`src/rtl/mbinit_generic_partner_if.sv`:
```
// Sideband handshake bundle between the MBINIT partner step and its environment.
// The slave modport is the partner's view; master is the driving side.
`timescale 1ns/1ps
interface mbinit_generic_partner_if #(
    parameter int N_LANES = 16
);
    logic                i_enable;
    logic [3:0]          i_Rx_SbMessage;
    logic                i_msg_valid;
    logic                i_Busy_SideBand;
    logic                i_falling_edge_busy;
    logic [N_LANES-1:0]  i_Pattern_Result_logged;
    logic [N_LANES-1:0]  o_Pattern_Result_logged;
    logic [3:0]          o_TX_SbMessage;
    logic                o_ValidOutData;
    logic                o_ValidDataFieldParameters;
    logic                o_Clear_Pattern_Comparator;
    logic                o_step_end;
    logic                o_timeout;

    modport slave (
        input  i_enable, i_Rx_SbMessage, i_msg_valid, i_Busy_SideBand,
               i_falling_edge_busy, i_Pattern_Result_logged,
        output o_Pattern_Result_logged, o_TX_SbMessage, o_ValidOutData,
               o_ValidDataFieldParameters, o_Clear_Pattern_Comparator,
               o_step_end, o_timeout
    );

    modport master (
        output i_enable, i_Rx_SbMessage, i_msg_valid, i_Busy_SideBand,
               i_falling_edge_busy, i_Pattern_Result_logged,
        input  o_Pattern_Result_logged, o_TX_SbMessage, o_ValidOutData,
               o_ValidDataFieldParameters, o_Clear_Pattern_Comparator,
               o_step_end, o_timeout
    );
endinterface

```
`src/rtl/mbinit_generic_partner.sv`:
```
// MBINIT partner step: answers init/clear/result/done sideband requests in order.
// Optional wait-for-request timeout enabled by defining MBINIT_PARTNER_TIMEOUT_EN.
`timescale 1ns/1ps
module mbinit_generic_partner #(
    parameter int N_LANES        = 16,
    parameter int MSG_BASE       = 0,
    parameter int TIMEOUT_CYCLES = 1024
) (
    input  logic                        CLK,
    input  logic                        rst_n,
    mbinit_generic_partner_if.slave     bus
);

    localparam logic [3:0] CODE_INIT_REQ    = 4'(MSG_BASE + 1);
    localparam logic [3:0] CODE_INIT_RESP   = 4'(MSG_BASE + 2);
    localparam logic [3:0] CODE_CLEAR_REQ   = 4'(MSG_BASE + 3);
    localparam logic [3:0] CODE_CLEAR_RESP  = 4'(MSG_BASE + 4);
    localparam logic [3:0] CODE_RESULT_REQ  = 4'(MSG_BASE + 5);
    localparam logic [3:0] CODE_RESULT_RESP = 4'(MSG_BASE + 6);
    localparam logic [3:0] CODE_DONE_REQ    = 4'(MSG_BASE + 7);
    localparam logic [3:0] CODE_DONE_RESP   = 4'(MSG_BASE + 8);

    typedef enum logic [2:0] {
        ST_IDLE      = 3'd0,
        ST_WAIT_INIT = 3'd1,
        ST_WAIT_BUSY = 3'd2,
        ST_SEND      = 3'd3,
        ST_WAIT_REQ  = 3'd4,
`ifdef MBINIT_PARTNER_TIMEOUT_EN
        ST_TIMEOUT   = 3'd6,
`endif
        ST_DONE      = 3'd5
    } state_t;

    state_t             state_q, state_d;
    logic [3:0]         pend_q, pend_d;
    logic [N_LANES-1:0] result_q, result_d;

    logic [N_LANES-1:0] pattern_q, pattern_d;
    logic [3:0]         tx_msg_q, tx_msg_d;
    logic               valid_out_q, valid_out_d;
    logic               field_valid_q, field_valid_d;
    logic               clear_q, clear_d;
    logic               step_end_q, step_end_d;
    logic               timeout_q, timeout_d;

`ifdef MBINIT_PARTNER_TIMEOUT_EN
    localparam logic [15:0] TO_LAST = 16'(TIMEOUT_CYCLES - 1);
    logic [15:0] cnt_q, cnt_d;
    logic        in_wait_s;
    logic        timed_out_s;

    assign in_wait_s   = (state_q == ST_WAIT_INIT) || (state_q == ST_WAIT_REQ);
    assign timed_out_s = (cnt_q == TO_LAST) && !bus.i_msg_valid;
`endif

    // Next-state, pending response code and result capture.
    always_comb begin
        state_d  = state_q;
        pend_d   = pend_q;
        result_d = result_q;
        if (!bus.i_enable) begin
            // Abort wins over any message arriving in the same cycle.
            state_d = ST_IDLE;
        end else begin
            case (state_q)
                ST_IDLE: begin
                    state_d = ST_WAIT_INIT;
                end
                ST_WAIT_INIT: begin
                    if (bus.i_msg_valid && (bus.i_Rx_SbMessage == CODE_INIT_REQ)) begin
                        state_d = ST_WAIT_BUSY;
                        pend_d  = CODE_INIT_RESP;
`ifdef MBINIT_PARTNER_TIMEOUT_EN
                    end else if (timed_out_s) begin
                        state_d = ST_TIMEOUT;
`endif
                    end else begin
                        state_d = ST_WAIT_INIT;
                    end
                end
                ST_WAIT_REQ: begin
                    if (bus.i_msg_valid && (bus.i_Rx_SbMessage == CODE_CLEAR_REQ)) begin
                        state_d = ST_WAIT_BUSY;
                        pend_d  = CODE_CLEAR_RESP;
                    end else if (bus.i_msg_valid && (bus.i_Rx_SbMessage == CODE_RESULT_REQ)) begin
                        state_d  = ST_WAIT_BUSY;
                        pend_d   = CODE_RESULT_RESP;
                        result_d = bus.i_Pattern_Result_logged;
                    end else if (bus.i_msg_valid && (bus.i_Rx_SbMessage == CODE_DONE_REQ)) begin
                        state_d = ST_WAIT_BUSY;
                        pend_d  = CODE_DONE_RESP;
`ifdef MBINIT_PARTNER_TIMEOUT_EN
                    end else if (timed_out_s) begin
                        state_d = ST_TIMEOUT;
`endif
                    end else begin
                        state_d = ST_WAIT_REQ;
                    end
                end
                ST_WAIT_BUSY: begin
                    if (!bus.i_Busy_SideBand) begin
                        state_d = ST_SEND;
                    end else begin
                        state_d = ST_WAIT_BUSY;
                    end
                end
                ST_SEND: begin
                    if (bus.i_falling_edge_busy) begin
                        state_d = (pend_q == CODE_DONE_RESP) ? ST_DONE : ST_WAIT_REQ;
                    end else begin
                        state_d = ST_SEND;
                    end
                end
                ST_DONE: begin
                    state_d = ST_DONE;
                end
`ifdef MBINIT_PARTNER_TIMEOUT_EN
                ST_TIMEOUT: begin
                    state_d = ST_TIMEOUT;
                end
`endif
                default: begin
                    state_d = ST_IDLE;
                end
            endcase
        end
    end

`ifdef MBINIT_PARTNER_TIMEOUT_EN
    // Wait counter: restarts on entering a wait state or on any valid message.
    always_comb begin
        cnt_d = 16'd0;
        if (in_wait_s && (state_d == state_q) && !bus.i_msg_valid) begin
            cnt_d = cnt_q + 16'd1;
        end else begin
            cnt_d = 16'd0;
        end
    end
`endif

    // Output decode from the next state so responses are valid on SEND entry.
    always_comb begin
        valid_out_d   = (state_d == ST_SEND);
        tx_msg_d      = (state_d == ST_SEND) ? pend_d : 4'd0;
        field_valid_d = (state_d == ST_SEND) && (pend_d == CODE_RESULT_RESP);
        pattern_d     = field_valid_d ? result_d : {N_LANES{1'b0}};
        clear_d       = (state_d == ST_SEND) && (state_q != ST_SEND) &&
                        (pend_d == CODE_CLEAR_RESP);
        step_end_d    = (state_d == ST_DONE);
`ifdef MBINIT_PARTNER_TIMEOUT_EN
        timeout_d     = (state_d == ST_TIMEOUT);
`else
        timeout_d     = 1'b0;
`endif
    end

    // State, context and registered outputs.
    always_ff @(posedge CLK or negedge rst_n) begin
        if (!rst_n) begin
            state_q       <= ST_IDLE;
            pend_q        <= 4'd0;
            result_q      <= {N_LANES{1'b0}};
            pattern_q     <= {N_LANES{1'b0}};
            tx_msg_q      <= 4'd0;
            valid_out_q   <= 1'b0;
            field_valid_q <= 1'b0;
            clear_q       <= 1'b0;
            step_end_q    <= 1'b0;
            timeout_q     <= 1'b0;
        end else begin
            state_q       <= state_d;
            pend_q        <= pend_d;
            result_q      <= result_d;
            pattern_q     <= pattern_d;
            tx_msg_q      <= tx_msg_d;
            valid_out_q   <= valid_out_d;
            field_valid_q <= field_valid_d;
            clear_q       <= clear_d;
            step_end_q    <= step_end_d;
            timeout_q     <= timeout_d;
        end
    end

`ifdef MBINIT_PARTNER_TIMEOUT_EN
    // Wait-for-request counter register.
    always_ff @(posedge CLK or negedge rst_n) begin
        if (!rst_n) begin
            cnt_q <= 16'd0;
        end else begin
            cnt_q <= cnt_d;
        end
    end
`endif

    assign bus.o_Pattern_Result_logged    = pattern_q;
    assign bus.o_TX_SbMessage             = tx_msg_q;
    assign bus.o_ValidOutData             = valid_out_q;
    assign bus.o_ValidDataFieldParameters = field_valid_q;
    assign bus.o_Clear_Pattern_Comparator = clear_q;
    assign bus.o_step_end                 = step_end_q;
    assign bus.o_timeout                  = timeout_q;

endmodule

```
`src/flat_wrapper.sv`:
```
// flat-port wrapper written by rule: the top's interface ports become plain ports
module mbinit_generic_partner_flat 
#(
    parameter int N_LANES        = 16,
    parameter int MSG_BASE       = 0,
    parameter int TIMEOUT_CYCLES = 1024
)
  (CLK, rst_n, bus_i_enable, bus_i_Rx_SbMessage, bus_i_msg_valid, bus_i_Busy_SideBand, bus_i_falling_edge_busy, bus_i_Pattern_Result_logged, bus_o_Pattern_Result_logged, bus_o_TX_SbMessage, bus_o_ValidOutData, bus_o_ValidDataFieldParameters, bus_o_Clear_Pattern_Comparator, bus_o_step_end, bus_o_timeout);
  mbinit_generic_partner_if #(.N_LANES(N_LANES)) bus_i ();
  input  logic CLK;
  input  logic rst_n;
  input wire logic [$bits(bus_i.i_enable)-1:0] bus_i_enable;
  input wire logic [$bits(bus_i.i_Rx_SbMessage)-1:0] bus_i_Rx_SbMessage;
  input wire logic [$bits(bus_i.i_msg_valid)-1:0] bus_i_msg_valid;
  input wire logic [$bits(bus_i.i_Busy_SideBand)-1:0] bus_i_Busy_SideBand;
  input wire logic [$bits(bus_i.i_falling_edge_busy)-1:0] bus_i_falling_edge_busy;
  input wire logic [$bits(bus_i.i_Pattern_Result_logged)-1:0] bus_i_Pattern_Result_logged;
  output wire logic [$bits(bus_i.o_Pattern_Result_logged)-1:0] bus_o_Pattern_Result_logged;
  output wire logic [$bits(bus_i.o_TX_SbMessage)-1:0] bus_o_TX_SbMessage;
  output wire logic [$bits(bus_i.o_ValidOutData)-1:0] bus_o_ValidOutData;
  output wire logic [$bits(bus_i.o_ValidDataFieldParameters)-1:0] bus_o_ValidDataFieldParameters;
  output wire logic [$bits(bus_i.o_Clear_Pattern_Comparator)-1:0] bus_o_Clear_Pattern_Comparator;
  output wire logic [$bits(bus_i.o_step_end)-1:0] bus_o_step_end;
  output wire logic [$bits(bus_i.o_timeout)-1:0] bus_o_timeout;
  assign bus_i.i_enable = bus_i_enable;
  assign bus_i.i_Rx_SbMessage = bus_i_Rx_SbMessage;
  assign bus_i.i_msg_valid = bus_i_msg_valid;
  assign bus_i.i_Busy_SideBand = bus_i_Busy_SideBand;
  assign bus_i.i_falling_edge_busy = bus_i_falling_edge_busy;
  assign bus_i.i_Pattern_Result_logged = bus_i_Pattern_Result_logged;
  assign bus_o_Pattern_Result_logged = bus_i.o_Pattern_Result_logged;
  assign bus_o_TX_SbMessage = bus_i.o_TX_SbMessage;
  assign bus_o_ValidOutData = bus_i.o_ValidOutData;
  assign bus_o_ValidDataFieldParameters = bus_i.o_ValidDataFieldParameters;
  assign bus_o_Clear_Pattern_Comparator = bus_i.o_Clear_Pattern_Comparator;
  assign bus_o_step_end = bus_i.o_step_end;
  assign bus_o_timeout = bus_i.o_timeout;
  mbinit_generic_partner #(.N_LANES(N_LANES), .MSG_BASE(MSG_BASE), .TIMEOUT_CYCLES(TIMEOUT_CYCLES)) u_core (.CLK(CLK), .rst_n(rst_n), .bus(bus_i));
endmodule
```
`config.mk`:
```
export PLATFORM = sky130hd
export DESIGN_NAME = mbinit_generic_partner_flat
export DESIGN_NICKNAME = d
export VERILOG_FILES = /design/src/rtl/mbinit_generic_partner_if.sv /design/src/rtl/mbinit_generic_partner.sv /design/src/flat_wrapper.sv
export SDC_FILE = /design/constraint.sdc
export NUM_CORES = 1
export LEC_CHECK = 0
export BUFFER_PORTS_ARGS = -buffer_cell sky130_fd_sc_hd__buf_4
export CAP_MARGIN = 10
export CORE_MARGIN = 4
export CORE_UTILIZATION = 35
export CTS_CLUSTER_DIAMETER = 40
export DETAILED_ROUTE_END_ITERATION = 10
export PLACE_DENSITY_LB_ADDON = 0.05
export SETUP_SLACK_MARGIN = 0.15
export SLEW_MARGIN = 10
export SYNTH_ARGS = -nofsm -noshare
export SYNTH_HDL_FRONTEND = slang
export SYNTH_SLANG_ARGS = --single-unit
export TNS_END_PERCENT = 100
```
`constraint.sdc`:
```
create_clock -name CLK -period 2.4 [get_ports CLK]
set_clock_uncertainty 0.2 [all_clocks]
set_input_delay 0.36 -clock CLK [delete_from_list [all_inputs] [get_ports CLK]]
set_output_delay 0.36 -clock CLK [all_outputs]
set_load 0.005 [all_outputs]
```
=== Yosys cells after proc, flatten, opt, wreduce, memory -nomap -nowiden ===
Index checks and enable logic that the tools add are counted.

* Equal/unequal tests: 15
* Mux-type cells: 21
* Reduce and logical (&&, ||, !) cells: 8

{| class="wikitable"
|+ Operators by type and width
! kind !! count
|-
| 16-bit 2-to-1 mux || 5
|-
| 4-bit 2-to-1 mux || 6
|-
| 3-bit one-hot mux with 6 select lines || 1
|-
| 4-bit by 3-bit equality test with 1-bit output (second input constant) || 4
|-
| 3-bit 2-to-1 mux || 5
|-
| 3-bit by 2-bit equality test with 1-bit output (second input constant) || 3
|-
| 3-bit equality test (second input constant) || 3
|-
| 4-bit one-hot mux with 2 select lines || 1
|-
| 1-bit logical AND || 7
|-
| 4-bit by 1-bit equality test with 1-bit output (second input constant) || 1
|-
| 4-bit by 2-bit equality test with 1-bit output (second input constant) || 1
|-
| 4-bit equality test (second input constant) || 1
|-
| 3-bit by 1-bit equality test with 1-bit output (second input constant) || 1
|-
| 3-bit logical NOT || 1
|-
| 3-bit by 2-bit != test with 1-bit output (second input constant) || 1
|-
| 1-bit 2-to-1 mux || 2
|-
| 2-bit 2-to-1 mux || 1
|}

* Input bits: 26
* Word-level logic and storage cells: 53
* Output and inout port bits: 25
* Flip-flop bits (word level): 47

=== Longest topological paths before layout ===
Gate-level depths: netlist of the first run.

* Depth in word-level cells: 10
* Depth in mapped cells: 7
* Mapped depth without buffers: 5

=== Least setup slack after synthesis of the first run ===
OpenSTA, ideal clock, no wires.

* Path kind: register to register
* From: reg u_core.state_q[0]
* To: reg u_core.pattern_q[2], in the netlist u_core.bus.o_Pattern_Result_logged[2]
* Cell stages (with the launch flop): 7
* Arrival: 1.920 ns
* Path slack: 0.141 ns
* Period minus slack after synthesis: 2.259 ns
* Cell sequence: dfrtp_1 -> buf_6 -> or3b_4 -> nor4_4 -> buf_4 -> mux2_2 -> nor3b_1

* Elaborated cells on any way between the ends: 16
* Classes of those cells: eq/ne: 7; mux: 7; reduce/logical: 2

{| class="wikitable"
|+ RTL lines
! item !! line !! text
|-
| start, declared || mbinit_generic_partner.sv:35 || <nowiki>state_t state_q, state_d;</nowiki>
|-
| start signal, assigned || mbinit_generic_partner.sv:172 || <nowiki>state_q <= state_d;</nowiki>
|-
| 3-bit equality test || mbinit_generic_partner.sv:66 || <nowiki>case (state_q)</nowiki>
|-
| 16-bit 2-to-1 mux || mbinit_generic_partner.sv:66 ||
|-
| 16-bit 2-to-1 mux || mbinit_generic_partner.sv:62 || <nowiki>if (!bus.i_enable) begin</nowiki>
|-
| via u_core.result_d[2] || mbinit_generic_partner.sv:37 || <nowiki>logic [N_LANES-1:0] result_q, result_d;</nowiki>
|-
| 16-bit 2-to-1 mux || mbinit_generic_partner.sv:147 || <nowiki>pattern_d = field_valid_d ? result_d : {N_LANES{1'b0}};</nowiki>
|-
| via u_core.pattern_d[2] || mbinit_generic_partner.sv:39 || <nowiki>logic [N_LANES-1:0] pattern_q, pattern_d;</nowiki>
|-
| end signal, assigned || mbinit_generic_partner.sv:164 || <nowiki>pattern_q <= {N_LANES{1'b0}};</nowiki>
|-
| end signal, assigned || mbinit_generic_partner.sv:175 || <nowiki>pattern_q <= pattern_d;</nowiki>
|-
| end, declared || mbinit_generic_partner.sv:39 ||
|}

The timed path passes the listed nets, and every way through them passes these cells.

=== Final worst setup path of the first run ===
* From: reg u_core.state_q[1]
* To: reg u_core.pattern_q[9], in the netlist u_core.bus.o_Pattern_Result_logged[9]

The elaborated chain is that of the path after synthesis.

==> impl_results.html, run 1 <==
<table>
<tr><th>Metric</th><th>Value</th></tr>
<tr><th colspan="2">Place</th></tr>
<tr><td>Routability congestion estimate</td><td>0.873</td></tr>
<tr><td>DP HPWL</td><td>3.44 mm</td></tr>
<tr><td>Port Buffer Count</td><td>49</td></tr>
<tr><th colspan="2">Drt</th></tr>
<tr><td>Iteration count of the initial detailed-routing pass</td><td>4</td></tr>
<tr><td>Number of design-rule violations left by the first detailed-router iteration</td><td>53</td></tr>
<tr><td>Per-cell routed wire length</td><td>15.9 um</td></tr>
<tr><td>Post-detailed-routing wire length</td><td>4.64 mm</td></tr>
<tr><td>Post-DR vias/cell</td><td>4.83</td></tr>
<tr><td>DRC viols</td><td>0</td></tr>
<tr><td>ANT nets after route</td><td>0</td></tr>
<tr><td>Via count</td><td>1406</td></tr>
<tr><th colspan="2">Pwr</th></tr>
<tr><td>Maximum resistive drop on vdd</td><td>0.000558 V</td></tr>
<tr><td>Leakage power figure</td><td>1.34 nW</td></tr>
<tr><td>Net Switching</td><td>0.361 mW</td></tr>
<tr><td>Power consumption</td><td>1.59 mW</td></tr>
<tr><td>Power share of the combinational group</td><td>11.4%</td></tr>
<tr><td>Power per cell area</td><td>579 mW/mm^2</td></tr>
<tr><td>Pint</td><td>1.23 mW</td></tr>
<tr><td>Sw Ratio</td><td>22.7%</td></tr>
<tr><td>Clock share of power</td><td>37.6%</td></tr>
<tr><td>Fraction of power consumed by sequential logic</td><td>50.9%</td></tr>
<tr><th colspan="2">Hold path</th></tr>
<tr><td>HP Start</td><td>bus_i_Pattern_Result_logged[5]</td></tr>
<tr><td>Worst Hold Depth</td><td>2</td></tr>
<tr><td>Min-delay worst type</td><td>input port to flop</td></tr>
<tr><td>End point of the worst hold path</td><td>u_core.result_q[5]$_DFF_PN0_</td></tr>
<tr><th colspan="2">Floorplan</th></tr>
<tr><td>Die footprint</td><td>0.00718 mm^2</td></tr>
<tr><td>Floorplan die width</td><td>84.7 um</td></tr>
<tr><td>Initial cell density of the core</td><td>36.7%</td></tr>
<tr><td>Floorplan Core Area</td><td>0.00561 mm^2</td></tr>
<tr><td>Overall die height</td><td>84.7 um</td></tr>
<tr><td>I/O pins</td><td>51</td></tr>
<tr><td>Row Count</td><td>27</td></tr>
<tr><th colspan="2">Yosys</th></tr>
<tr><td>Syn Area/Cell</td><td>13.3 um^2</td></tr>
<tr><td>Post-synthesis cell type count</td><td>45</td></tr>
<tr><td>Async S/R FF share, synth</td><td>100%</td></tr>
<tr><td>Count of state elements after synthesis</td><td>47</td></tr>
<tr><td>Post-synth net total</td><td>181</td></tr>
<tr><td>Number of synthesized flops with an enable pin</td><td>0</td></tr>
<tr><td>Share of synthesized area occupied by flip-flops and latches</td><td>57.1%</td></tr>
<tr><td>Primary FF master, synth</td><td>dfrtp_1</td></tr>
<tr><td>Count of synthesis-stage warnings from yosys</td><td>0</td></tr>
<tr><td>Total standard cell area after synthesis</td><td>0.00206 mm^2</td></tr>
<tr><td>Synthesized netlist cell count</td><td>155</td></tr>
<tr><th colspan="2">Global route</th></tr>
<tr><td>Leftover overflow at the end of global routing</td><td>0</td></tr>
<tr><td>Vias in the first global route</td><td>1501</td></tr>
<tr><td>Met3 Usage GRT</td><td>4.42%</td></tr>
<tr><td>Initial antenna violation count</td><td>0</td></tr>
<tr><td>Met2 Resource Use GR</td><td>21.9%</td></tr>
<tr><td>Wire length of the first global-routing pass</td><td>7.59 mm</td></tr>
<tr><td>Largest net degree at the start of global routing</td><td>48</td></tr>
<tr><td>Global routing usage on met1</td><td>16.4%</td></tr>
<tr><td>Gr usage total</td><td>13.3%</td></tr>
<tr><td>GRT busiest layer</td><td>met2</td></tr>
<tr><th colspan="2">CTS</th></tr>
<tr><td>Root buffer cell</td><td>clkbuf_8</td></tr>
<tr><td>Clock-pin slew reported for the worst setup and hold paths after clock tree synthesis</td><td>0.09 ns</td></tr>
<tr><td>TritonCTS buffer count</td><td>5</td></tr>
<tr><td>Htree depth</td><td>2</td></tr>
<tr><td>Clock tree from TritonCTS</td><td>done</td></tr>
<tr><td>Max Buffers Root-to-Sink</td><td>2</td></tr>
<tr><td>Clock latency on the worst-skew pair</td><td>0.29 ns</td></tr>
<tr><td>Number of sinks handled by clock tree synthesis</td><td>47</td></tr>
<tr><th colspan="2">Timing</th></tr>
<tr><td>Max-slew violation total from the final report</td><td>0</td></tr>
<tr><td>Remaining max-slew budget at the tightest pin</td><td>60.4%</td></tr>
<tr><td>RSZ-0062 raised after global routing</td><td>yes</td></tr>
<tr><td>Final worst path period need</td><td>2.13 ns</td></tr>
<tr><td>Endpoints failing setup</td><td>0</td></tr>
<tr><td>Final hold viol count</td><td>0</td></tr>
<tr><td>Slew @ Worst Pin</td><td>0.594 ns</td></tr>
<tr><td>Accumulated negative setup slack</td><td>0 ns</td></tr>
<tr><td>Final Cycle Share</td><td>88.8%</td></tr>
<tr><td>Top achievable clock speed</td><td>0.469 GHz</td></tr>
<tr><th colspan="2">Finish</th></tr>
<tr><td>Area grow syn2layout</td><td>33.4%</td></tr>
<tr><td>Final net count</td><td>244</td></tr>
<tr><td>Area occupied by multi-input gates</td><td>826 um^2</td></tr>
<tr><td>Total area of sequential cells</td><td>0.00118 mm^2</td></tr>
<tr><td>Antenna diodes</td><td>0</td></tr>
<tr><td>Number of filler instances in the final layout</td><td>524</td></tr>
<tr><td>Ratio of cells with drive above 1 in the final layout</td><td>51.1%</td></tr>
<tr><th colspan="2">Worst setup path</th></tr>
<tr><td>Nature of the critical path startpoint</td><td>flop</td></tr>
<tr><td>Maximum fanout count along the critical path</td><td>9</td></tr>
<tr><td>End of the worst register-to-register path</td><td>u_core.bus.o_Pattern_Result_logged[9]$_DFF_PN0_</td></tr>
<tr><td>Launch point of the critical path</td><td>u_core.state_q[1]$_DFF_PN0_</td></tr>
<tr><td>Critical path required time</td><td>2.38 ns</td></tr>
<tr><td>Critical path arrival</td><td>2.11 ns</td></tr>
<tr><td>Reg2reg start</td><td>u_core.state_q[1]$_DFF_PN0_</td></tr>
<tr><td>Setup slack, reg-to-reg</td><td>0.27 ns</td></tr>
<tr><td>Category of the critical setup timing path</td><td>flop to flop</td></tr>
<tr><td>Reg2reg path depth</td><td>5</td></tr>
<tr><td>Setup crit end kind</td><td>flop</td></tr>
<tr><th colspan="2">Run status</th></tr>
<tr><td>Result of the run</td><td>complete, no violations</td></tr>
<tr><th colspan="2">Flow run</th></tr>
<tr><td>Maximum capacitance violations</td><td>0</td></tr>
</table>
layer usage:
| layer | routed length (um) | up-vias |
|---|---|---|
| li1 | - | 671 |
| met1 | 1940 | 698 |
| met2 | 2420 | 31 |
| met3 | 228 | 6 |
| met4 | 53 | 0 |
| met5 | 0 | - |
cells in the final DEF, fill, tap and decap left out, types with 2 or more instances in the layout:
cell / Yosys / routed
clkbuf_8: 0 / 6
mux2_2: 16 / 16
dfrtp_2: 0 / 2
nand2_1: 5 / 5
nand4_1: 2 / 2
nor4b_1: 2 / 2
a31oi_1: 2 / 2
buf_4: 3 / 62
nor2b_1: 6 / 5
or2_2: 2 / 2
nor3b_1: 7 / 7
nor3b_2: 9 / 9
and3_1: 2 / 2
inv_1: 7 / 7
a21oi_1: 2 / 2
and2_1: 2 / 2
dfrtp_1: 47 / 45
nand2b_1: 4 / 4
nor2_1: 5 / 5
power groups by stage:
stage,Clock (mW),Combinational [mW],Sequential [mW]
4_1_cts,0.623,0.176,0.811
3_5_place_dp,0,0.156,0.827
2_1_floorplan,0,0.0897,0.824
6_report,0.599,0.182,0.811
3_3_place_gp,0,0.156,0.827
5_1_grt,0.662,0.201,0.812
state kept, by name, indices dropped and copies added (netlist names):
| name | cells |
|---|---|
| u_core.bus.o_Clear_Pattern_Comparator | 1 |
| u_core.bus.o_ValidOutData | 1 |
| u_core.result_q | 16 |
| u_core.bus.o_Pattern_Result_logged | 16 |
| u_core.pend_q | 4 |
| u_core.bus.o_ValidDataFieldParameters | 1 |
| u_core.state_q | 3 |
| u_core.bus.o_step_end | 1 |
| u_core.bus.o_TX_SbMessage | 4 |
layout make-up:
class	count	share of cell area (%)
clock buffers	6	3.00
clock inverters	2	1.41
inverters	7	0.956
multi-input cells	92	30.0
flip-flops and latches	47	42.9
well taps	72	3.28
repair buffers	65	18.4
metrics by stage:
| stage | cells | worst slack, ns | cell area (um^2) | utilization, % | hold WS [ns] |
|---|---|---|---|---|---|
| after floorplan | 155 | 0.173 | 2060 | - | -0.136 |
| after global placement | 277 | 0.0810 | 2530 | 45.1 | 0.200 |
| after detailed placement | 277 | 0.113 | 2530 | 45.1 | 0.209 |
| after CTS | 288 | 0.194 | 2690 | 48.0 | 0.0953 |
| after global routing | 291 | 0.147 | 2750 | 49.0 | 0.0841 |
| final | 291 | 0.268 | 2750 | 49.0 | 0.108 |
what timing repair did:
item,CTS,global route
hold endpoints to repair,47,0
buffers inserted,2,3
setup endpoints to repair,3,19
hold buffers,1,0
gates cloned,0,0
pin swaps,0,2
resized for setup,0,8
cells by family after synthesis:
| family | after synthesis | share of synthesized area (%) |
|---|---|---|
| compound gates | 20 | 8.26 |
| xor+xnor | 2 | 0.850 |
| buf+inv | 16 | 4.31 |
| flops | 47 | 57.1 |
| mux | 17 | 9.23 |
| other cells | 1 | 0.182 |
| simple gates | 52 | 20.1 |
worst max-delay path by stage:
stage                                                                 end  cells past startpoint  slack, ns
final                     u_core.bus.o_Pattern_Result_logged[9]$_DFF_PN0_                      5       0.27
after global routing      u_core.bus.o_Pattern_Result_logged[4]$_DFF_PN0_                      7       0.15
after CTS                 u_core.bus.o_Pattern_Result_logged[3]$_DFF_PN0_                      6       0.19
after detailed placement  u_core.bus.o_Pattern_Result_logged[3]$_DFF_PN0_                      6       0.11
after global placement    u_core.bus.o_ValidDataFieldParameters$_DFF_PN0_                      7       0.08
after floorplan           u_core.bus.o_Pattern_Result_logged[2]$_DFF_PN0_                      6       0.17
cell usage after synthesis (3+ instances only):
cell type / number / area [um^2]
dfrtp_1: 47 / 1180
mux2_2: 16 / 180
nor3b_2: 9 / 113
inv_1: 7 / 26.3
nor3b_1: 7 / 52.6
nor2b_1: 6 / 37.5
nand2_1: 5 / 18.8
nor2_1: 5 / 18.8
nand2b_1: 4 / 25.0
buf_4: 3 / 22.5
worst max-delay path, stage by stage, from the launching register on:
cell	delay, ns
dfrtp_2	0.45
or3b_4	0.42
nor4_4	0.20
buf_4	0.24
mux2_2	0.36
nor3b_2	0.15
Note: power is estimated with default switching activity, not from simulation.
==> inputs of run 2 (changes only) <==
- clock period: 2.4 -> 2.6 ns (I/O delays scaled with it)
==> run 2 against run 1 <==
Sequential share of layout area is 1.8 points higher. Setup slack better by 0.079 ns. Via count is 2.7% lower. Wire length is 7.5% lower. Critical path type unchanged. Critical endpoint is now u_core.bus.o_Pattern_Result_logged[11]$_DFF_PN0_.
==> impl_results.html, run 2 (synthesis results as in run 1) <==
<table>
<tr><th>Metric</th><th>Value</th></tr>
<tr><th colspan="2">Run status</th></tr>
<tr><td>Result of the run</td><td>complete, no violations</td></tr>
<tr><th colspan="2">Floorplan</th></tr>
<tr><td>Overall die height</td><td>84.7 um (unchanged)</td></tr>
<tr><td>Die footprint</td><td>0.00718 mm^2 (unchanged)</td></tr>
<tr><td>Floorplan Core Area</td><td>0.00561 mm^2 (unchanged)</td></tr>
<tr><td>I/O pins</td><td>51 (unchanged)</td></tr>
<tr><td>Floorplan die width</td><td>84.7 um (unchanged)</td></tr>
<tr><td>Initial cell density of the core</td><td>36.7% (unchanged)</td></tr>
<tr><td>Row Count</td><td>27 (unchanged)</td></tr>
<tr><th colspan="2">Worst setup path</th></tr>
<tr><td>Critical path required time</td><td>2.58 ns (+0.20 ns)</td></tr>
<tr><td>Category of the critical setup timing path</td><td>flop to flop</td></tr>
<tr><td>Cell at the slowest stage of the critical path</td><td>dfrtp_1</td></tr>
<tr><td>CP Cell Sequence</td><td>or3b_4 &gt; nor4_4 &gt; buf_4 &gt; mux2_2 &gt; nor3b_2</td></tr>
<tr><td>Critical path arrival</td><td>2.23 ns (+0.12 ns)</td></tr>
<tr><td>Setup slack, reg-to-reg</td><td>0.35 ns (+0.08 ns)</td></tr>
<tr><td>Slowest cell delay on critical path</td><td>0.50 ns (+0.05 ns)</td></tr>
<tr><td>Maximum fanout count along the critical path</td><td>16 (+7)</td></tr>
<tr><td>Setup crit end kind</td><td>flop</td></tr>
<tr><td>Nature of the critical path startpoint</td><td>flop</td></tr>
<tr><th colspan="2">Timing</th></tr>
<tr><td>Accumulated negative setup slack</td><td>0 ns (unchanged)</td></tr>
<tr><td>Worst hold-check slack</td><td>0.136 ns (+0.0281 ns)</td></tr>
<tr><td>RSZ-0062 raised after global routing</td><td>no</td></tr>
<tr><td>Final Cycle Share</td><td>86.6% (-2.2 points)</td></tr>
<tr><td>Max-slew violation total from the final report</td><td>0 (unchanged)</td></tr>
<tr><td>PnR worst setup slack</td><td>0.347 ns (+0.0794 ns)</td></tr>
<tr><td>Final worst path period need</td><td>2.25 ns (+0.121 ns)</td></tr>
<tr><td>Final hold viol count</td><td>0 (unchanged)</td></tr>
<tr><td>Endpoints failing setup</td><td>0 (unchanged)</td></tr>
<tr><td>Remaining max-slew budget at the tightest pin</td><td>61.2% (+0.77 points)</td></tr>
<tr><td>Slew @ Worst Pin</td><td>0.583 ns (-0.0115 ns)</td></tr>
<tr><td>Top achievable clock speed</td><td>0.444 GHz (-5.4%)</td></tr>
<tr><th colspan="2">Place</th></tr>
<tr><td>DP HPWL</td><td>3.26 mm (-5.2%)</td></tr>
<tr><td>Routability congestion estimate</td><td>0.867 (-0.74%)</td></tr>
<tr><td>Port Buffer Count</td><td>49 (unchanged)</td></tr>
<tr><td>Worst setup slack after placement</td><td>0.244 ns (+0.131 ns)</td></tr>
<tr><th colspan="2">Finish</th></tr>
<tr><td>Total area of sequential cells</td><td>0.00118 mm^2 (-0.21%)</td></tr>
<tr><td>Most frequent cells in the layout</td><td>buf_4, dfrtp_1, mux2_2, nor3b_2</td></tr>
<tr><td>Leading cell type in the layout, fill and taps excluded</td><td>buf_4</td></tr>
<tr><td>Antenna diodes</td><td>0 (unchanged)</td></tr>
<tr><td>Area grow syn2layout</td><td>27.6%</td></tr>
<tr><td>Ratio of cells with drive above 1 in the final layout</td><td>46.4% (-4.7 points)</td></tr>
<tr><td>Final net count</td><td>237 (-2.9%)</td></tr>
<tr><td>Number of filler instances in the final layout</td><td>556 (+6.1%)</td></tr>
<tr><td>Area occupied by multi-input gates</td><td>796 um^2 (-3.6%)</td></tr>
<tr><td>Util after Layout</td><td>46.9% (-2.1 points)</td></tr>
<tr><th colspan="2">Global route</th></tr>
<tr><td>Largest net degree at the start of global routing</td><td>48 (unchanged)</td></tr>
<tr><td>Gr usage total</td><td>13.0% (-0.29 points)</td></tr>
<tr><td>Leftover overflow at the end of global routing</td><td>0 (unchanged)</td></tr>
<tr><td>Wire length of the first global-routing pass</td><td>7.55 mm (-0.55%)</td></tr>
<tr><td>Vias in the first global route</td><td>1505 (+0.27%)</td></tr>
<tr><td>Initial antenna violation count</td><td>0 (unchanged)</td></tr>
<tr><th colspan="2">CTS</th></tr>
<tr><td>Number of gates resized after cts</td><td>0 (unchanged)</td></tr>
<tr><td>TritonCTS buffer count</td><td>5 (unchanged)</td></tr>
<tr><td>Max Buffers Root-to-Sink</td><td>2 (unchanged)</td></tr>
<tr><td>Clock-pin slew reported for the worst setup and hold paths after clock tree synthesis</td><td>0.09 ns (about the same)</td></tr>
<tr><td>Root buffer cell</td><td>clkbuf_8</td></tr>
<tr><td>Clock latency on the worst-skew pair</td><td>0.29 ns (about the same)</td></tr>
<tr><td>Clock tree from TritonCTS</td><td>done</td></tr>
<tr><td>Htree depth</td><td>2 (unchanged)</td></tr>
<tr><td>Number of sinks handled by clock tree synthesis</td><td>47 (unchanged)</td></tr>
<tr><th colspan="2">Drt</th></tr>
<tr><td>DRC viols</td><td>0 (unchanged)</td></tr>
<tr><td>Iteration count of the initial detailed-routing pass</td><td>4 (unchanged)</td></tr>
<tr><td>Number of design-rule violations left by the first detailed-router iteration</td><td>53 (unchanged)</td></tr>
<tr><td>Post-DR vias/cell</td><td>4.83 (about the same)</td></tr>
<tr><td>ANT nets after route</td><td>0 (unchanged)</td></tr>
<tr><td>Post-detailed-routing wire length</td><td>4.29 mm (-7.5%)</td></tr>
<tr><td>Via count</td><td>1368 (-2.7%)</td></tr>
<tr><td>Per-cell routed wire length</td><td>15.2 um (-4.8%)</td></tr>
<tr><th colspan="2">Pwr</th></tr>
<tr><td>Power per cell area</td><td>514 mW/mm^2 (-11%)</td></tr>
<tr><td>Maximum resistive drop on vdd</td><td>0.000335 V (-40%)</td></tr>
<tr><td>Leakage power figure</td><td>1.29 nW (-3.9%)</td></tr>
<tr><th colspan="2">Hold path</th></tr>
<tr><td>Min-delay worst type</td><td>input port to flop</td></tr>
<tr><th colspan="2">Flow run</th></tr>
<tr><td>Maximum capacitance violations</td><td>0 (unchanged)</td></tr>
</table>
## run 2: worst paths after layout
check | from | to | cells after the start
setup / recovery | u_core.state_q[0]$_DFF_PN0_ | u_core.bus.o_Pattern_Result_logged[11]$_DFF_PN0_ | 5
hold / removal | bus_i_Pattern_Result_logged[0] | u_core.result_q[0]$_DFF_PN0_ | 2
setup reg to reg | u_core.state_q[0]$_DFF_PN0_ | u_core.bus.o_Pattern_Result_logged[11]$_DFF_PN0_ | 5
hold reg to reg | u_core.result_q[10]$_DFF_PN0_ | u_core.result_q[10]$_DFF_PN0_ | 1
max in group asynchronous | rst_n | u_core.bus.o_Pattern_Result_logged[15]$_DFF_PN0_ | 2
min in group asynchronous | rst_n | u_core.state_q[2]$_DFF_PN0_ | 2
## run 2: cell type report
class | count | share of cell area [%]
Clock inverter | 1 | 0.333
Inverter | 7 | 0.999
Clock buffer | 6 | 3.14
Timing Repair Buffer | 58 | 17.1
Sequential cell | 47 | 44.7
Tap cell | 72 | 3.43
Multi-Input combinational cell | 92 | 30.3
## run 2: per-layer routing
metal / wire, um / global-route usage, %
met3: 211 / 3.24
met4: 56 / 4.17
met1: 1930 / 17.6
met2: 2090 / 20.5
met5: 0 / 0
## run 2: timing repair
item / in CTS / in global routing
hold buffers: 1 / 0
endpoints found under the setup margin: 0 / 7
endpoints found under the hold margin: 47 / 0
buffers inserted: 0 / 1
## run 2: metrics by stage
step / cells / power (mW) / cell area (um^2)
after floorplan: 155 / 0.843 / 2060
after global placement: 274 / 0.907 / 2510
after detailed placement: 274 / 0.907 / 2510
after CTS: 282 / 1.36 / 2610
after global routing: 283 / 1.43 / 2630
final: 283 / 1.35 / 2630
## run 2: report_power, final
part / leakage [nW] / total [mW] / switching, mW / internal (mW)
clock network: 0.0477 / 0.450 / 0.236 / 0.214
registers: 0.649 / 0.751 / 0.00968 / 0.741
logic: 0.596 / 0.151 / 0.0822 / 0.0687
## run 2: critical path, delay by kind of cell (launching register included)
family                 cells  cell delay, ns
multiplexers               1            0.37
AND/OR/NAND/NOR            3            0.78
flip-flops                 1            0.50
buffers and inverters      1            0.28
==> inputs of run 3 (changes only) <==
- CORE_ASPECT_RATIO: not set -> 0.9
- CORE_MARGIN: 4 -> not set
==> run 3 against run 2 <==
Utilization fell by 0.77 points. Critical path depth did not move. Highest routed layer unchanged. Combinational power barely moved. Non-clock buffer count fell by 2. Clock power rose by 4.4%. Global-route usage rose by 0.98 points. Cell count fell by 1.1%. Total power rose by 1.8%. Cell area fell by 0.14%. Maximum frequency fell by 2.4%.
==> impl_results.html, run 3 (synthesis results as in run 1) <==
<table>
<tr><th>Metric</th><th>Value</th></tr>
<tr><th colspan="2">Drt</th></tr>
<tr><td>Via count</td><td>1353 (-1.1%)</td></tr>
<tr><td>Per-cell routed wire length</td><td>14.9 um (-1.8%)</td></tr>
<tr><td>Post-detailed-routing wire length</td><td>4.17 mm (-2.8%)</td></tr>
<tr><td>Number of design-rule violations left by the first detailed-router iteration</td><td>62 (+17%)</td></tr>
<tr><td>Post-DR vias/cell</td><td>4.83 (about the same)</td></tr>
<tr><td>Iteration count of the initial detailed-routing pass</td><td>4 (unchanged)</td></tr>
<tr><td>ANT nets after route</td><td>0 (unchanged)</td></tr>
<tr><td>DRC viols</td><td>0 (unchanged)</td></tr>
<tr><th colspan="2">Floorplan</th></tr>
<tr><td>I/O pins</td><td>51 (unchanged)</td></tr>
<tr><td>Initial cell density of the core</td><td>36.2% (-0.55 points)</td></tr>
<tr><td>Die footprint</td><td>0.00620 mm^2 (-14%)</td></tr>
<tr><td>Floorplan Core Area</td><td>0.00569 mm^2 (+1.5%)</td></tr>
<tr><td>Row Count</td><td>26 (-3.7%)</td></tr>
<tr><td>Floorplan die width</td><td>82.9 um (-2.2%)</td></tr>
<tr><td>Overall die height</td><td>74.8 um (-12%)</td></tr>
<tr><th colspan="2">CTS</th></tr>
<tr><td>Max Buffers Root-to-Sink</td><td>2 (unchanged)</td></tr>
<tr><td>Clock-pin slew reported for the worst setup and hold paths after clock tree synthesis</td><td>0.08 ns (about the same)</td></tr>
<tr><td>Clock latency on the worst-skew pair</td><td>0.29 ns (about the same)</td></tr>
<tr><td>Number of sinks handled by clock tree synthesis</td><td>47 (unchanged)</td></tr>
<tr><td>Htree depth</td><td>2 (unchanged)</td></tr>
<tr><td>TritonCTS buffer count</td><td>5 (unchanged)</td></tr>
<tr><td>Root buffer cell</td><td>clkbuf_8</td></tr>
<tr><td>Clock tree from TritonCTS</td><td>done</td></tr>
<tr><th colspan="2">Worst setup path</th></tr>
<tr><td>Category of the critical setup timing path</td><td>flop to flop</td></tr>
<tr><td>Nature of the critical path startpoint</td><td>flop</td></tr>
<tr><td>Setup crit end kind</td><td>flop</td></tr>
<tr><td>Critical path required time</td><td>2.56 ns (-0.02 ns)</td></tr>
<tr><td>Critical path arrival</td><td>2.27 ns (+0.04 ns)</td></tr>
<tr><td>Reg2reg path depth</td><td>5 (unchanged)</td></tr>
<tr><td>Reg2reg start</td><td>u_core.state_q[0]$_DFF_PN0_</td></tr>
<tr><td>End of the worst register-to-register path</td><td>u_core.bus.o_Pattern_Result_logged[8]$_DFF_PN0_</td></tr>
<tr><td>Setup slack, reg-to-reg</td><td>0.29 ns (-0.06 ns)</td></tr>
<tr><td>Maximum fanout count along the critical path</td><td>16 (unchanged)</td></tr>
<tr><th colspan="2">Run status</th></tr>
<tr><td>Result of the run</td><td>complete, no violations</td></tr>
<tr><th colspan="2">Timing</th></tr>
<tr><td>Max-slew violation total from the final report</td><td>0 (unchanged)</td></tr>
<tr><td>Final Cycle Share</td><td>88.8% (+2.2 points)</td></tr>
<tr><td>Remaining max-slew budget at the tightest pin</td><td>61.8% (+0.62 points)</td></tr>
<tr><td>Endpoints failing setup</td><td>0 (unchanged)</td></tr>
<tr><td>Top achievable clock speed</td><td>0.433 GHz (-2.4%)</td></tr>
<tr><td>Final worst path period need</td><td>2.31 ns (+0.0564 ns)</td></tr>
<tr><td>Accumulated negative setup slack</td><td>0 ns (unchanged)</td></tr>
<tr><td>Final hold viol count</td><td>0 (unchanged)</td></tr>
<tr><td>RSZ-0062 raised after global routing</td><td>no</td></tr>
<tr><td>Slew @ Worst Pin</td><td>0.573 ns (-0.00923 ns)</td></tr>
<tr><th colspan="2">Finish</th></tr>
<tr><td>Number of filler instances in the final layout</td><td>527 (-5.2%)</td></tr>
<tr><td>Util after Layout</td><td>46.1% (-0.77 points)</td></tr>
<tr><td>Leading cell type in the layout, fill and taps excluded</td><td>buf_4</td></tr>
<tr><td>Total area of sequential cells</td><td>0.00118 mm^2 (+0.11%)</td></tr>
<tr><td>Area grow syn2layout</td><td>27.4%</td></tr>
<tr><td>Area occupied by multi-input gates</td><td>796 um^2 (unchanged)</td></tr>
<tr><td>Ratio of cells with drive above 1 in the final layout</td><td>46.7% (+0.22 points)</td></tr>
<tr><td>Most frequent cells in the layout</td><td>buf_4, dfrtp_1, mux2_2, nor3b_2</td></tr>
<tr><td>Final net count</td><td>235 (-0.84%)</td></tr>
<tr><td>Antenna diodes</td><td>0 (unchanged)</td></tr>
<tr><td>Final design instance area without fill</td><td>0.00263 mm^2 (-0.14%)</td></tr>
<tr><th colspan="2">Place</th></tr>
<tr><td>Routability congestion estimate</td><td>0.905 (+4.4%)</td></tr>
<tr><td>DP HPWL</td><td>2.93 mm (-10%)</td></tr>
<tr><td>Port Buffer Count</td><td>49 (unchanged)</td></tr>
<tr><td>Area of placed instances</td><td>0.00248 mm^2 (-1.0%)</td></tr>
<tr><th colspan="2">Global route</th></tr>
<tr><td>Initial antenna violation count</td><td>0 (unchanged)</td></tr>
<tr><td>Leftover overflow at the end of global routing</td><td>0 (unchanged)</td></tr>
<tr><td>Vias in the first global route</td><td>1350 (-10%)</td></tr>
<tr><td>Wire length of the first global-routing pass</td><td>6.75 mm (-11%)</td></tr>
<tr><td>Largest net degree at the start of global routing</td><td>48 (unchanged)</td></tr>
<tr><td>Gr usage total</td><td>14.0% (+0.98 points)</td></tr>
<tr><th colspan="2">Pwr</th></tr>
<tr><td>Power per cell area</td><td>524 mW/mm^2 (+1.9%)</td></tr>
<tr><td>Leakage power figure</td><td>1.28 nW (-0.78%)</td></tr>
<tr><td>Maximum resistive drop on vdd</td><td>0.000288 V (-14%)</td></tr>
<tr><th colspan="2">Hold path</th></tr>
<tr><td>Min-delay worst type</td><td>input port to flop</td></tr>
<tr><td>HP Start</td><td>bus_i_Pattern_Result_logged[6]</td></tr>
<tr><td>End point of the worst hold path</td><td>u_core.result_q[6]$_DFF_PN0_</td></tr>
<tr><td>Worst Hold Depth</td><td>2 (unchanged)</td></tr>
<tr><th colspan="2">Flow run</th></tr>
<tr><td>Maximum capacitance violations</td><td>0 (unchanged)</td></tr>
</table>
## run 3: changes by cell type in the layout (fill, tap and decap cells not counted)
| cell | change |
|---|---|
| clkinvlp_4 | +1 |
| dfrtp_1 | -1 |
| inv_6 | -1 |
| buf_4 | -2 |
| clkbuf_8 | +1 |
| dfrtp_2 | +1 |
## run 3: area by class of cell
cell class / instances / area share, %
Timing Repair Buffer: 56 / 16.6
Tap cell: 70 / 3.33
Inverter: 7 / 1.00
Multi-Input combinational cell: 92 / 30.3
Clock inverter: 1 / 0.286
Clock buffer: 7 / 3.67
Sequential cell: 47 / 44.8
## run 3: per-stage QoR
step                std cells  worst slack (ns)  total power, mW  hold slack (ns)
detailed placement        269             0.229            0.903            0.238
global route              280             0.170             1.44            0.125
CTS                       278             0.201             1.38            0.135
global placement          269             0.225            0.900            0.229
floorplan                 155             0.341            0.843           -0.106
finish                    280             0.291             1.38            0.145
## run 3: worst max path at each step
stage | start | end | slack [ns] | depth (start not counted)
floorplan | u_core.state_q[0]$_DFF_PN0_ | u_core.bus.o_Pattern_Result_logged[2]$_DFF_PN0_ | 0.34 | 6
global placement | u_core.state_q[2]$_DFF_PN0_ | u_core.bus.o_Pattern_Result_logged[8]$_DFF_PN0_ | 0.23 | 5
detailed placement | bus_i_Rx_SbMessage[3] | u_core.bus.o_Clear_Pattern_Comparator$_DFF_PN0_ | 0.23 | 6
CTS | u_core.state_q[2]$_DFF_PN0_ | u_core.bus.o_Pattern_Result_logged[8]$_DFF_PN0_ | 0.20 | 5
global route | u_core.state_q[0]$_DFF_PN0_ | u_core.bus.o_Pattern_Result_logged[4]$_DFF_PN0_ | 0.17 | 6
finish | u_core.state_q[0]$_DFF_PN0_ | u_core.bus.o_Pattern_Result_logged[8]$_DFF_PN0_ | 0.29 | 5
## run 3: where the power goes
part	internal [mW]	switching, mW
Clock	0.242	0.228
Combinational	0.0696	0.0841
Sequential	0.741	0.00987
Total	1.05	0.322
## run 3: timing repair
item,CTS,global route
hold buffers,1,0
gates resized for setup,0,1
endpoints found under the hold margin,47,0
setup endpoints to repair,0,15
setup buffers,0,2
## run 3: layer usage
metal  GRT usage (%)  up-vias  wire [um]
met5               0        -          0
met4            4.02        0         17
met3            3.84        2        225
met2            21.0       48       1900
met1            20.1      654       2030
li1                -      649          -
## run 3: worst max-delay path, stage by stage (launching register included)
cell and delay (ns):
dfrtp_1 0.49, or3b_4 0.48, nor4_4 0.16, buf_4 0.30
mux2_2 0.38, nor3b_2 0.17
